--- config.mk ---
export PLATFORM = sky130hd
export DESIGN_NAME = nibble_serial_adder_ctrl_flat
export DESIGN_NICKNAME = d
export VERILOG_FILES = /design/src/rtl/nibble_serial_adder_ctrl_pkg.sv /design/src/rtl/nibble_serial_adder_ctrl_if.sv /design/src/rtl/nibble_serial_adder_ctrl_nibble_adder.sv /design/src/rtl/nibble_serial_adder_ctrl.sv /design/src/flat_wrapper.sv
export SDC_FILE = /design/constraint.sdc
export NUM_CORES = 1
export LEC_CHECK = 0
export ABC_AREA = 1
export CORE_MARGIN = 8
export CORE_UTILIZATION = 56
export DETAILED_ROUTE_END_ITERATION = 12
export PLACE_DENSITY = 0.86
export SLEW_MARGIN = 20
export SYNTH_ARGS = -nofsm -noshare
export SYNTH_HDL_FRONTEND = slang
export SYNTH_SLANG_ARGS = --single-unit
--- constraint.sdc ---
create_clock -name i_CLK -period 5 [get_ports i_CLK]
set_input_delay 1 -clock i_CLK [delete_from_list [all_inputs] [get_ports i_CLK]]
set_output_delay 1 -clock i_CLK [all_outputs]
set_load 0.005 [all_outputs]
--- src/rtl/nibble_serial_adder_ctrl_pkg.sv ---
`default_nettype none
// ============================================================================
// Module      : nibble_serial_adder_ctrl_pkg
// Description : Shared constants for the nibble-serial adder sequencer.
// Revision    : 1.0 - initial release
// ============================================================================
package nibble_serial_adder_ctrl_pkg;

    localparam int unsigned c_NIBBLE = 4;

    localparam int unsigned c_ST_W    = 2;
    localparam logic [c_ST_W-1:0] c_ST_IDLE = 2'd0;
    localparam logic [c_ST_W-1:0] c_ST_RUN  = 2'd1;
    localparam logic [c_ST_W-1:0] c_ST_DONE = 2'd2;

endpackage : nibble_serial_adder_ctrl_pkg
`default_nettype wire

--- src/rtl/nibble_serial_adder_ctrl_if.sv ---
`default_nettype none
// ============================================================================
// Module      : nibble_serial_adder_ctrl_if
// Description : Start/operand/result bundle between requester and sequencer.
// Revision    : 1.0 - initial release
// ============================================================================
interface nibble_serial_adder_ctrl_if #(
    parameter int WIDTH = 16
);
    logic             i_START;
    logic             i_SUB;
    logic             i_CIN;
    logic [WIDTH-1:0] i_A;
    logic [WIDTH-1:0] i_B;
    logic [WIDTH-1:0] o_S;
    logic             o_C;
    logic             o_OVF;
    logic             o_BUSY;
    logic             o_DONE;

    modport master (
        output i_START, i_SUB, i_CIN, i_A, i_B,
        input  o_S, o_C, o_OVF, o_BUSY, o_DONE
    );

    modport slave (
        input  i_START, i_SUB, i_CIN, i_A, i_B,
        output o_S, o_C, o_OVF, o_BUSY, o_DONE
    );
endinterface : nibble_serial_adder_ctrl_if
`default_nettype wire

--- src/rtl/nibble_serial_adder_ctrl_nibble_adder.sv ---
`default_nettype none
// ============================================================================
// Module      : nibble_adder
// Description : Combinational 4-bit ripple-carry adder with carry in/out.
// Revision    : 1.0 - initial release
// ============================================================================
module nibble_adder
    import nibble_serial_adder_ctrl_pkg::*;
(
    input  wire logic [c_NIBBLE-1:0] i_a,
    input  wire logic [c_NIBBLE-1:0] i_b,
    input  wire logic                i_cin,
    output logic      [c_NIBBLE-1:0] o_s,
    output logic                     o_cout
);
    logic [c_NIBBLE:0] w_c;

    assign w_c[0] = i_cin;

    for (genvar g = 0; g < c_NIBBLE; g++) begin : g_fa
        assign o_s[g]     = i_a[g] ^ i_b[g] ^ w_c[g];
        assign w_c[g + 1] = (i_a[g] & i_b[g]) | (w_c[g] & (i_a[g] ^ i_b[g]));
    end

    assign o_cout = w_c[c_NIBBLE];
endmodule : nibble_adder
`default_nettype wire

--- src/rtl/nibble_serial_adder_ctrl.sv ---
`default_nettype none
// ============================================================================
// Module      : nibble_serial_adder_ctrl
// Description : Streams WIDTH-bit add/sub one nibble per clock through one
//               shared 4-bit adder; start/busy/done handshake.
// Revision    : 1.0 - initial release
// ============================================================================
module nibble_serial_adder_ctrl
    import nibble_serial_adder_ctrl_pkg::*;
#(
    parameter int WIDTH = 16
) (
    input  wire logic                   i_CLK,
    input  wire logic                   i_RST,
    nibble_serial_adder_ctrl_if.slave   bus
);
    localparam int NSTEPS = WIDTH / c_NIBBLE;
    localparam int STEP_W = (NSTEPS > 1) ? $clog2(NSTEPS) : 1;
    localparam logic [STEP_W-1:0] c_LAST = STEP_W'(NSTEPS - 1);

    logic [c_ST_W-1:0]   r_state;
    logic [c_ST_W-1:0]   w_next_state;
    logic [STEP_W-1:0]   r_step;
    logic [WIDTH-1:0]    r_a;
    logic [WIDTH-1:0]    r_b;
    logic                r_sub;
    logic                r_carry;
    logic [WIDTH-1:0]    r_s;
    logic                r_c;
    logic                r_ovf;
    logic                w_busy;
    logic                w_done;
    logic                w_accept;
    logic                w_last;
    logic [c_NIBBLE-1:0] w_a_nib;
    logic [c_NIBBLE-1:0] w_b_nib;
    logic [c_NIBBLE-1:0] w_sum;
    logic                w_cout;

    assign w_accept = bus.i_START && ((r_state == c_ST_IDLE) || (r_state == c_ST_DONE));
    assign w_last   = (r_state == c_ST_RUN) && (r_step == c_LAST);
    assign w_a_nib  = r_a[r_step*c_NIBBLE +: c_NIBBLE];
    assign w_b_nib  = r_b[r_step*c_NIBBLE +: c_NIBBLE];

    nibble_adder u_adder (
        .i_a    (w_a_nib),
        .i_b    (w_b_nib),
        .i_cin  (r_carry),
        .o_s    (w_sum),
        .o_cout (w_cout)
    );

    always_ff @(posedge i_CLK or posedge i_RST) begin
        if (i_RST) r_state <= c_ST_IDLE;
        else       r_state <= w_next_state;
    end

    always_comb begin
        w_next_state = r_state;
        case (r_state)
            c_ST_IDLE: if (bus.i_START) w_next_state = c_ST_RUN;
            c_ST_RUN:  if (w_last)      w_next_state = c_ST_DONE;
            c_ST_DONE: w_next_state = bus.i_START ? c_ST_RUN : c_ST_IDLE;
            default:   w_next_state = c_ST_IDLE;
        endcase
    end

    always_comb begin
        w_busy = 1'b0;
        w_done = 1'b0;
        case (r_state)
            c_ST_RUN:  w_busy = 1'b1;
            c_ST_DONE: w_done = 1'b1;
            default:   ;
        endcase
    end

    // Subtraction is A + ~B + ~borrow_in; the final carry is inverted back to a borrow.
    always_ff @(posedge i_CLK or posedge i_RST) begin
        if (i_RST) begin
            r_step  <= '0;
            r_a     <= '0;
            r_b     <= '0;
            r_sub   <= 1'b0;
            r_carry <= 1'b0;
            r_s     <= '0;
            r_c     <= 1'b0;
            r_ovf   <= 1'b0;
        end else if (w_accept) begin
            r_step  <= '0;
            r_a     <= bus.i_A;
            r_b     <= bus.i_SUB ? ~bus.i_B : bus.i_B;
            r_sub   <= bus.i_SUB;
            r_carry <= bus.i_SUB ? ~bus.i_CIN : bus.i_CIN;
            r_s     <= '0;
            r_c     <= 1'b0;
            r_ovf   <= 1'b0;
        end else if (r_state == c_ST_RUN) begin
            r_s[r_step*c_NIBBLE +: c_NIBBLE] <= w_sum;
            r_carry <= w_cout;
            r_step  <= w_last ? '0 : r_step + 1'b1;
            if (w_last) begin
                r_c   <= w_cout ^ r_sub;
                r_ovf <= (r_a[WIDTH-1] == r_b[WIDTH-1]) && (w_sum[c_NIBBLE-1] != r_a[WIDTH-1]);
            end
        end
    end

    assign bus.o_S    = r_s;
    assign bus.o_C    = r_c;
    assign bus.o_OVF  = r_ovf;
    assign bus.o_BUSY = w_busy;
    assign bus.o_DONE = w_done;
endmodule : nibble_serial_adder_ctrl
`default_nettype wire

--- src/flat_wrapper.sv ---
// flat-port wrapper written by rule: the top's interface ports become plain ports
module nibble_serial_adder_ctrl_flat import nibble_serial_adder_ctrl_pkg::*;
#(
    parameter int WIDTH = 16
)
  (i_CLK, i_RST, bus_i_START, bus_i_SUB, bus_i_CIN, bus_i_A, bus_i_B, bus_o_S, bus_o_C, bus_o_OVF, bus_o_BUSY, bus_o_DONE);
  nibble_serial_adder_ctrl_if #(.WIDTH(WIDTH)) bus_i ();
  input  wire logic i_CLK;
  input  wire logic i_RST;
  input wire logic [$bits(bus_i.i_START)-1:0] bus_i_START;
  input wire logic [$bits(bus_i.i_SUB)-1:0] bus_i_SUB;
  input wire logic [$bits(bus_i.i_CIN)-1:0] bus_i_CIN;
  input wire logic [$bits(bus_i.i_A)-1:0] bus_i_A;
  input wire logic [$bits(bus_i.i_B)-1:0] bus_i_B;
  output wire logic [$bits(bus_i.o_S)-1:0] bus_o_S;
  output wire logic [$bits(bus_i.o_C)-1:0] bus_o_C;
  output wire logic [$bits(bus_i.o_OVF)-1:0] bus_o_OVF;
  output wire logic [$bits(bus_i.o_BUSY)-1:0] bus_o_BUSY;
  output wire logic [$bits(bus_i.o_DONE)-1:0] bus_o_DONE;
  assign bus_i.i_START = bus_i_START;
  assign bus_i.i_SUB = bus_i_SUB;
  assign bus_i.i_CIN = bus_i_CIN;
  assign bus_i.i_A = bus_i_A;
  assign bus_i.i_B = bus_i_B;
  assign bus_o_S = bus_i.o_S;
  assign bus_o_C = bus_i.o_C;
  assign bus_o_OVF = bus_i.o_OVF;
  assign bus_o_BUSY = bus_i.o_BUSY;
  assign bus_o_DONE = bus_i.o_DONE;
  nibble_serial_adder_ctrl #(.WIDTH(WIDTH)) u_core (.i_CLK(i_CLK), .i_RST(i_RST), .bus(bus_i));
endmodule
==> run metrics, run 1 <==
CTS tree built; Max Cap Viol 0; r2r worst-path depth 17; final worst path period need 3300 ps; final WL 6420 um; worst hold-check path type flip-flop to flip-flop; Area Overhead vs Synth 22.4%; DRC violations left 0; Clock Tree Root clkbuf_8; Critical R2R Launch u_core.r_step[0]; cts repair resizes 0; sw power about 0.96 mW; Tcrit/Tclk final 66.1%; DP Area between 0.003 and 0.004 mm2; Setup WS post-layout between 1500 and 2000 ps; Hold Path Stages 2; Final Hold Viols 0; Power Dens Cells 607 mW/mm2; die area 0.00774 mm2; hold_buf cts 0; H-tree level count 2; HPWL Detailed 4800 um; Filler cells ~420; Sink Count 56; r2r setup slk 1700 ps; Core Util, Final 70.4%; Pleak approximately 1.7 nW; area of the mapped netlist 0.00290 mm2; Post-Syn Nets approximately 410; Ys Warns 0; maximum VDD drop 0.305 mV; First DRT Iteration DRCs 154; skew final a little over 4 ps; io pins 57; Sw Share between 40 and 50%; post-route insts no fill 481; Slew Viols, Final 0; sequential cell area 0.00140 mm2; n_diodes 0; Mean Syn Cell Area 8.03 um2; vias in the first global route 2433; Rows 26; DR WL/cell 13.4 um; Multi-input gate area between 0.001 and 0.0015 mm2; vias per cell 5.09; Hold Crit Start u_core.bus.o_S[1]; initial antenna violation count 0; status finished clean; first-pass GRT wire length 10900 um; top achievable clock speed 0.303 GHz; die width between 80 and 90 um; final instance area around 0.0035 mm2; Crit. End Element flip-flop; r2r endpoint u_core.bus.o_S[11]; worst-margin pin slew 941 ps; Pint between 1 and 1.5 mW; GP Congestion 0.852; Worst-Skew Late Latency 310 ps; Synth cell types 21; layout cells sized above 1 4.14%; Reg clk slew, reported paths 90 ps; GRT Total Usage roughly 18%; largest net degree at the start of global routing 60; chip height around 88 um; core area 0.00504 mm2; Critical Path RT 5210 ps; TritonCTS Buffers 5; synth top area cells dfrtp_1 (48%), nand2_1 (18%), xnor2_1 (5.1%), o21ai_0 (5.0%), nand3_1 (4.7%); CP Launch Type flip-flop; combinational share of power 51.9%; gr ovfl total 0; critical path class flip-flop to flip-flop; setup bufs post-CTS 0; synthesis-stage register bit count 56; clock power share between 10% and 20%; Initial Util between 50% and 60%; Synth area leader dfrtp_1; Max clock buf depth 2; Slew Limit Headroom 37.1%; RSZ-0062 raised after global routing false; critical path peak fanout 27; Setup violations, final 0; critical path arrival 3510 ps; ANT nets after route 0; Via Count 2448; Hold Crit Endpoint u_core.bus.o_S[1]; router iterations before antenna repair 4; setup tns final 0 ps; post-synthesis sequential area ratio between 40% and 50%; NumNets Final approximately 460; Flop pwr share 36.4%; Placed Cells about 470; port bufs 56; post-synth top area share 48.3%; Place WS 1730 ps; Post-Syn Instances roughly 360
==> power by group through the flow <==
stage | Clock, mW | Combinational [mW] | Sequential (mW)
4_1_cts | 0.257 | 1.12 | 0.782
5_1_grt | 0.274 | 1.29 | 0.807
6_report | 0.252 | 1.12 | 0.784
3_3_place_gp | 0 | 1.08 | 0.785
3_5_place_dp | 0 | 1.12 | 0.790
2_1_floorplan | 0 | 0.844 | 0.735
==> registers in the layout, indices dropped and copies added (netlist names) <==
| name | count |
|---|---|
| u_core.bus.o_C | 1 |
| u_core.bus.o_OVF | 1 |
| u_core.bus.o_S | 16 |
| u_core.r_a | 16 |
| u_core.r_b | 16 |
| u_core.r_carry | 1 |
| u_core.r_state | 2 |
| u_core.r_step | 2 |
| u_core.r_sub | 1 |
==> cells by family after synthesis <==
family          share of synthesized area, %
compound gates                          6.69
xor+xnor                                5.44
fa+ha+maj                               4.92
buf+inv                                 6.60
flops                                   48.3
simple gates                            28.0
==> critical path: stages, from the launching register on <==
cell and delay (ps):
dfrtp_1 610, inv_2 410, nand2_1 90, nand3_1 80, nand2_1 80, fa_1 390
inv_1 80, fa_1 160, inv_1 50, fa_1 350, inv_1 80, fa_1 470
inv_1 100, nor2_1 40, nand2_1 60, nor2_1 40, nand2_1 50, nand2_1 50
==> metrics by stage <==
stage	hold slack, ps	power, mW
global route	513	2.37
global placement	454	1.86
detailed placement	459	1.91
CTS	482	2.16
finish	480	2.15
floorplan	444	1.58
==> layer usage <==
| layer | GRT usage, % | up-vias | part of all wire, % |
|---|---|---|---|
| met5 | 0 | - | 0 |
| met4 | 6.88 | 0 | 1.7 |
| met3 | 3.94 | 9 | 5.3 |
| met2 | 31.2 | 65 | 52 |
| met1 | 20.6 | 1152 | 41 |
| li1 | - | 1222 | - |
==> layout by cell type, fill, tap and decap left out, types with 2 or more instances in the layout <==
cell type        Yosys  final
clkdlybuf4s50_1      0     56
o21ai_0             29     29
nand2_2              4      4
dfrtp_1             56     56
nand2_1            140    140
nor2_1              25     25
fa_1                 4      4
o21ai_1              3      3
nand3_1             27     27
ha_1                 5      5
xnor2_1             17     17
clkbuf_8             0      6
o22ai_1              3      3
nor3_1               2      2
clkbuf_1             0      2
inv_1               22     21
inv_2                3      3
a21oi_1              3      3
==> how the worst max path moves through the flow <==
| stage | startpoint | end | cells past startpoint |
|---|---|---|---|
| CTS | u_core.r_step[0] | u_core.bus.o_S[11] | 17 |
| detailed placement | u_core.r_step[0] | u_core.bus.o_S[11] | 17 |
| finish | u_core.r_step[0] | u_core.bus.o_S[11] | 17 |
| floorplan | u_core.r_step[0] | u_core.bus.o_S[11] | 18 |
| global route | u_core.r_step[0] | u_core.bus.o_S[11] | 17 |
| global placement | u_core.r_step[0] | u_core.bus.o_S[11] | 17 |
==> final cells by class <==
class                           instances  share of cell area (%)
Clock buffer                            8                    2.54
Timing Repair Buffer                   57                    16.0
Multi-Input combinational cell        265                    36.8
Inverter                               25                    2.68
Sequential cell                        56                    39.5
Tap cell                               70                    2.47
==> Yosys cell counts <==
cell and instances:
o22ai_1 3, nand2_2 4, a21oi_1 3, buf_2 9, buf_4 5, o21ai_0 29
nor2_1 25, inv_2 3, dfrtp_1 56, nor3_1 2, xnor2_1 17, inv_1 22
nor2_4 1, ha_1 5, xor2_1 1, buf_8 1, fa_1 4, nand2_1 140
o21ai_1 3, nand2_4 1, nand3_1 27
(Power assumes the default switching activity.)
==> run 2: changes to the inputs <==
--- a/config.mk
+++ b/config.mk
@@ -7,9 +7,9 @@
 export LEC_CHECK = 0
 export ABC_AREA = 1
 export CORE_MARGIN = 8
-export CORE_UTILIZATION = 56
+export CORE_UTILIZATION = 52
 export DETAILED_ROUTE_END_ITERATION = 12
-export PLACE_DENSITY = 0.86
+export PLACE_DENSITY = 0.8
 export SLEW_MARGIN = 20
 export SYNTH_ARGS = -nofsm -noshare
 export SYNTH_HDL_FRONTEND = slang
==> constraint.sdc (replaced) <==
create_clock -name i_CLK -period 3.2 [get_ports i_CLK]
set_input_delay 0.64 -clock i_CLK [delete_from_list [all_inputs] [get_ports i_CLK]]
set_output_delay 0.64 -clock i_CLK [all_outputs]
set_load 0.005 [all_outputs]
==> run 2 against run 1 <==
  * Clock power rose by 45%
  * Register-to-register slack got worse by 1400 ps
  * Wire length rose by 0.44%
  * Flip-flop and latch count did not move
  * Die area rose by 6.3%
  * Sequential power rose by 52%
  * Highest routed layer unchanged
==> run metrics, run 2 (same netlist as run 1, synthesis figures left out) <==
status finished clean (unchanged); maximum VDD drop 0.413 mV (was 0.305 mV); Hold Crit Start u_core.bus.o_S[0] (was u_core.bus.o_S[1]); Hold Path Stages 2 (unchanged); Sink Count 56 (unchanged); CP Launch Type flip-flop (unchanged); RSZ-0062 raised after global routing false (unchanged); Clock Tree Root clkbuf_8 (unchanged); Area Overhead vs Synth 23.7% (was 22.4%); Critical-path top delay cell fa_1 (was dfrtp_1); NumNets Final 461 (was 456); vias per cell 4.94 (was 5.09); layout cells sized above 1 5.30% (was 4.14%); vias in the first global route 2503 (was 2433); total power 3.37 mW (was 2.15 mW); most common cell after layout, fill and taps aside nand2_1 (unchanged); Power Dens Cells 941 mW/mm2 (was 607 mW/mm2); GRT Total Usage 16.5% (was 17.8%); initial antenna violation count 0 (unchanged); Slew Limit Headroom 63.6% (was 37.1%); largest net degree at the start of global routing 60 (unchanged); worst hold-check path type flip-flop to flip-flop (unchanged); io pins 57 (unchanged); crit-path most repeated cell nand2_1 (unchanged); Final Hold Viols 0 (unchanged); final WL 6450 um (was 6420 um); Critical Path Max Stage Delay 470 ps (was 610 ps); worst-margin pin slew 547 ps (was 941 ps); GP Congestion 0.874 (was 0.852); gr ovfl total 0 (unchanged); port bufs 56 (unchanged); Slew Viols, Final 0 (unchanged); r2r endpoint u_core.bus.o_S[11] (unchanged); critical path arrival 3140 ps (was 3510 ps); CTS tree built (unchanged); die area 0.00822 mm2 (was 0.00774 mm2); First DRT Iteration DRCs 125 (was 154); H-tree level count 2 (unchanged); router iterations before antenna repair 5 (was 4); Bufs and invs on worst path 5 (unchanged); TritonCTS Buffers 5 (unchanged); Setup violations, final 0 (unchanged); hold_buf cts 0 (unchanged); skew final 13.1 ps (was 4.13 ps); critical path class flip-flop to flip-flop (unchanged); ANT nets after route 0 (unchanged); n_diodes 0 (unchanged); Critical Path RT 3410 ps (was 5210 ps); crit-path cells buf_4, nand2_1, nand3_1, nand2_1, fa_1, inv_1, fa_1, inv_1, fa_1, inv_1, fa_1, inv_1, nor2_1, nand2_1, nor2_1, nand2_1, nand2_1 (was inv_2, nand2_1, nand3_1, nand2_1, fa_1, inv_1, fa_1, inv_1, fa_1, inv_1, fa_1, inv_1, nor2_1, nand2_1, nor2_1, nand2_1, nand2_1); die width 90.7 um (was 88.0 um); first-pass GRT wire length 11200 um (was 10900 um); setup bufs post-CTS 0 (unchanged); r2r setup slk 280 ps (was 1700 ps); DRC violations left 0 (unchanged); final worst path period need 2920 ps (was 3300 ps); Top delay family on crit path adder cells (unchanged); Crit. End Element flip-flop (unchanged); chip height 90.7 um (was 88.0 um); core area 0.00544 mm2 (was 0.00504 mm2); Initial Util 53.3% (was 57.5%); Via Count 2407 (was 2448); DR WL/cell 13.2 um (was 13.4 um); r2r worst-path depth 17 (unchanged); Pleak 1.77 nW (was 1.75 nW); critical path peak fanout 14 (was 27); setup tns final 0 ps (unchanged); Max clock buf depth 2 (unchanged); commonest non-fill, non-tap cells in the layout nand2_1 (140), clkdlybuf4s50_1 (56), dfrtp_1 (56) (unchanged); Critical R2R Launch u_core.r_step[0] (unchanged); Hold Crit Endpoint u_core.bus.o_S[0] (was u_core.bus.o_S[1]); Reg clk slew, reported paths 100 ps (was 90 ps); HPWL Detailed 4930 um (was 4800 um); top achievable clock speed 0.342 GHz (was 0.303 GHz); Max Cap Viol 0 (unchanged); Worst-Skew Late Latency 310 ps (about the same); cts repair resizes 0 (unchanged); Tcrit/Tclk final 91.3% (was 66.1%); Rows 27 (was 26)
==> run 2: area by class of cell <==
class	count	area, um2
fill	503	1850
sequential	56	1400
multi-input combinational	265	1310
timing repair buffer	62	618
inverter	25	93.8
tap	72	90.1
clock buffer	6	72.6
clock inverter	1	5.00
==> run 2: worst reg2reg max path: cells and delay by family (launching register included) <==
| family | cells | cell delay (ps) |
|---|---|---|
| fa+ha+maj | 4 | 1330 |
| buf+inv | 5 | 550 |
| flops | 1 | 460 |
| simple gates | 8 | 480 |
==> run 2: worst max-delay path by stage <==
stage	start	to	cells after the start
6_report	u_core.r_step[0]	u_core.bus.o_S[11]	17
5_1_grt	u_core.r_step[0]	u_core.bus.o_S[11]	17
4_1_cts	u_core.r_step[0]	u_core.bus.o_S[11]	17
3_5_place_dp	u_core.r_step[0]	u_core.bus.o_S[11]	17
3_3_place_gp	u_core.r_step[0]	u_core.bus.o_S[11]	17
2_1_floorplan	u_core.r_step[0]	u_core.bus.o_S[11]	18
==> run 2: where the power goes <==
part           switching (mW)  leakage (nW)  internal [mW]
sequential              0.203         0.720          0.991
combinational            1.09          1.01          0.726
clock                   0.216        0.0410          0.150
==> run 2: metal layers <==
layer | global-route usage (%) | wire length [um] | vias to the layer above
li1 | - | - | 1228
met1 | 19.4 | 2780 | 1111
met2 | 28.6 | 3260 | 59
met3 | 4.41 | 320 | 9
met4 | 4.99 | 88 | 0
met5 | 0 | 0 | -
==> run 2: through the flow <==
stage                     utilization (%)  instances  worst slack, ps  hold WS, ps  cell area [um2]
after floorplan                         -        361              367          444             2900
after global placement               64.5        480              403          454             3510
after detailed placement             64.5        480              294          459             3510
after CTS                            66.0        487              268          483             3590
after global routing                 66.0        487             40.6          518             3590
final                                66.0        487              278          478             3590
==> run 3: changes to the inputs <==
--- a/config.mk
+++ b/config.mk
@@ -8,6 +8,7 @@
 export ABC_AREA = 1
 export CORE_MARGIN = 8
 export CORE_UTILIZATION = 52
+export CTS_CLUSTER_DIAMETER = 150
 export DETAILED_ROUTE_END_ITERATION = 12
 export PLACE_DENSITY = 0.8
 export SLEW_MARGIN = 20
==> results of run 3 <==
Final layout, timing and power as in run 2 (identical DEF).
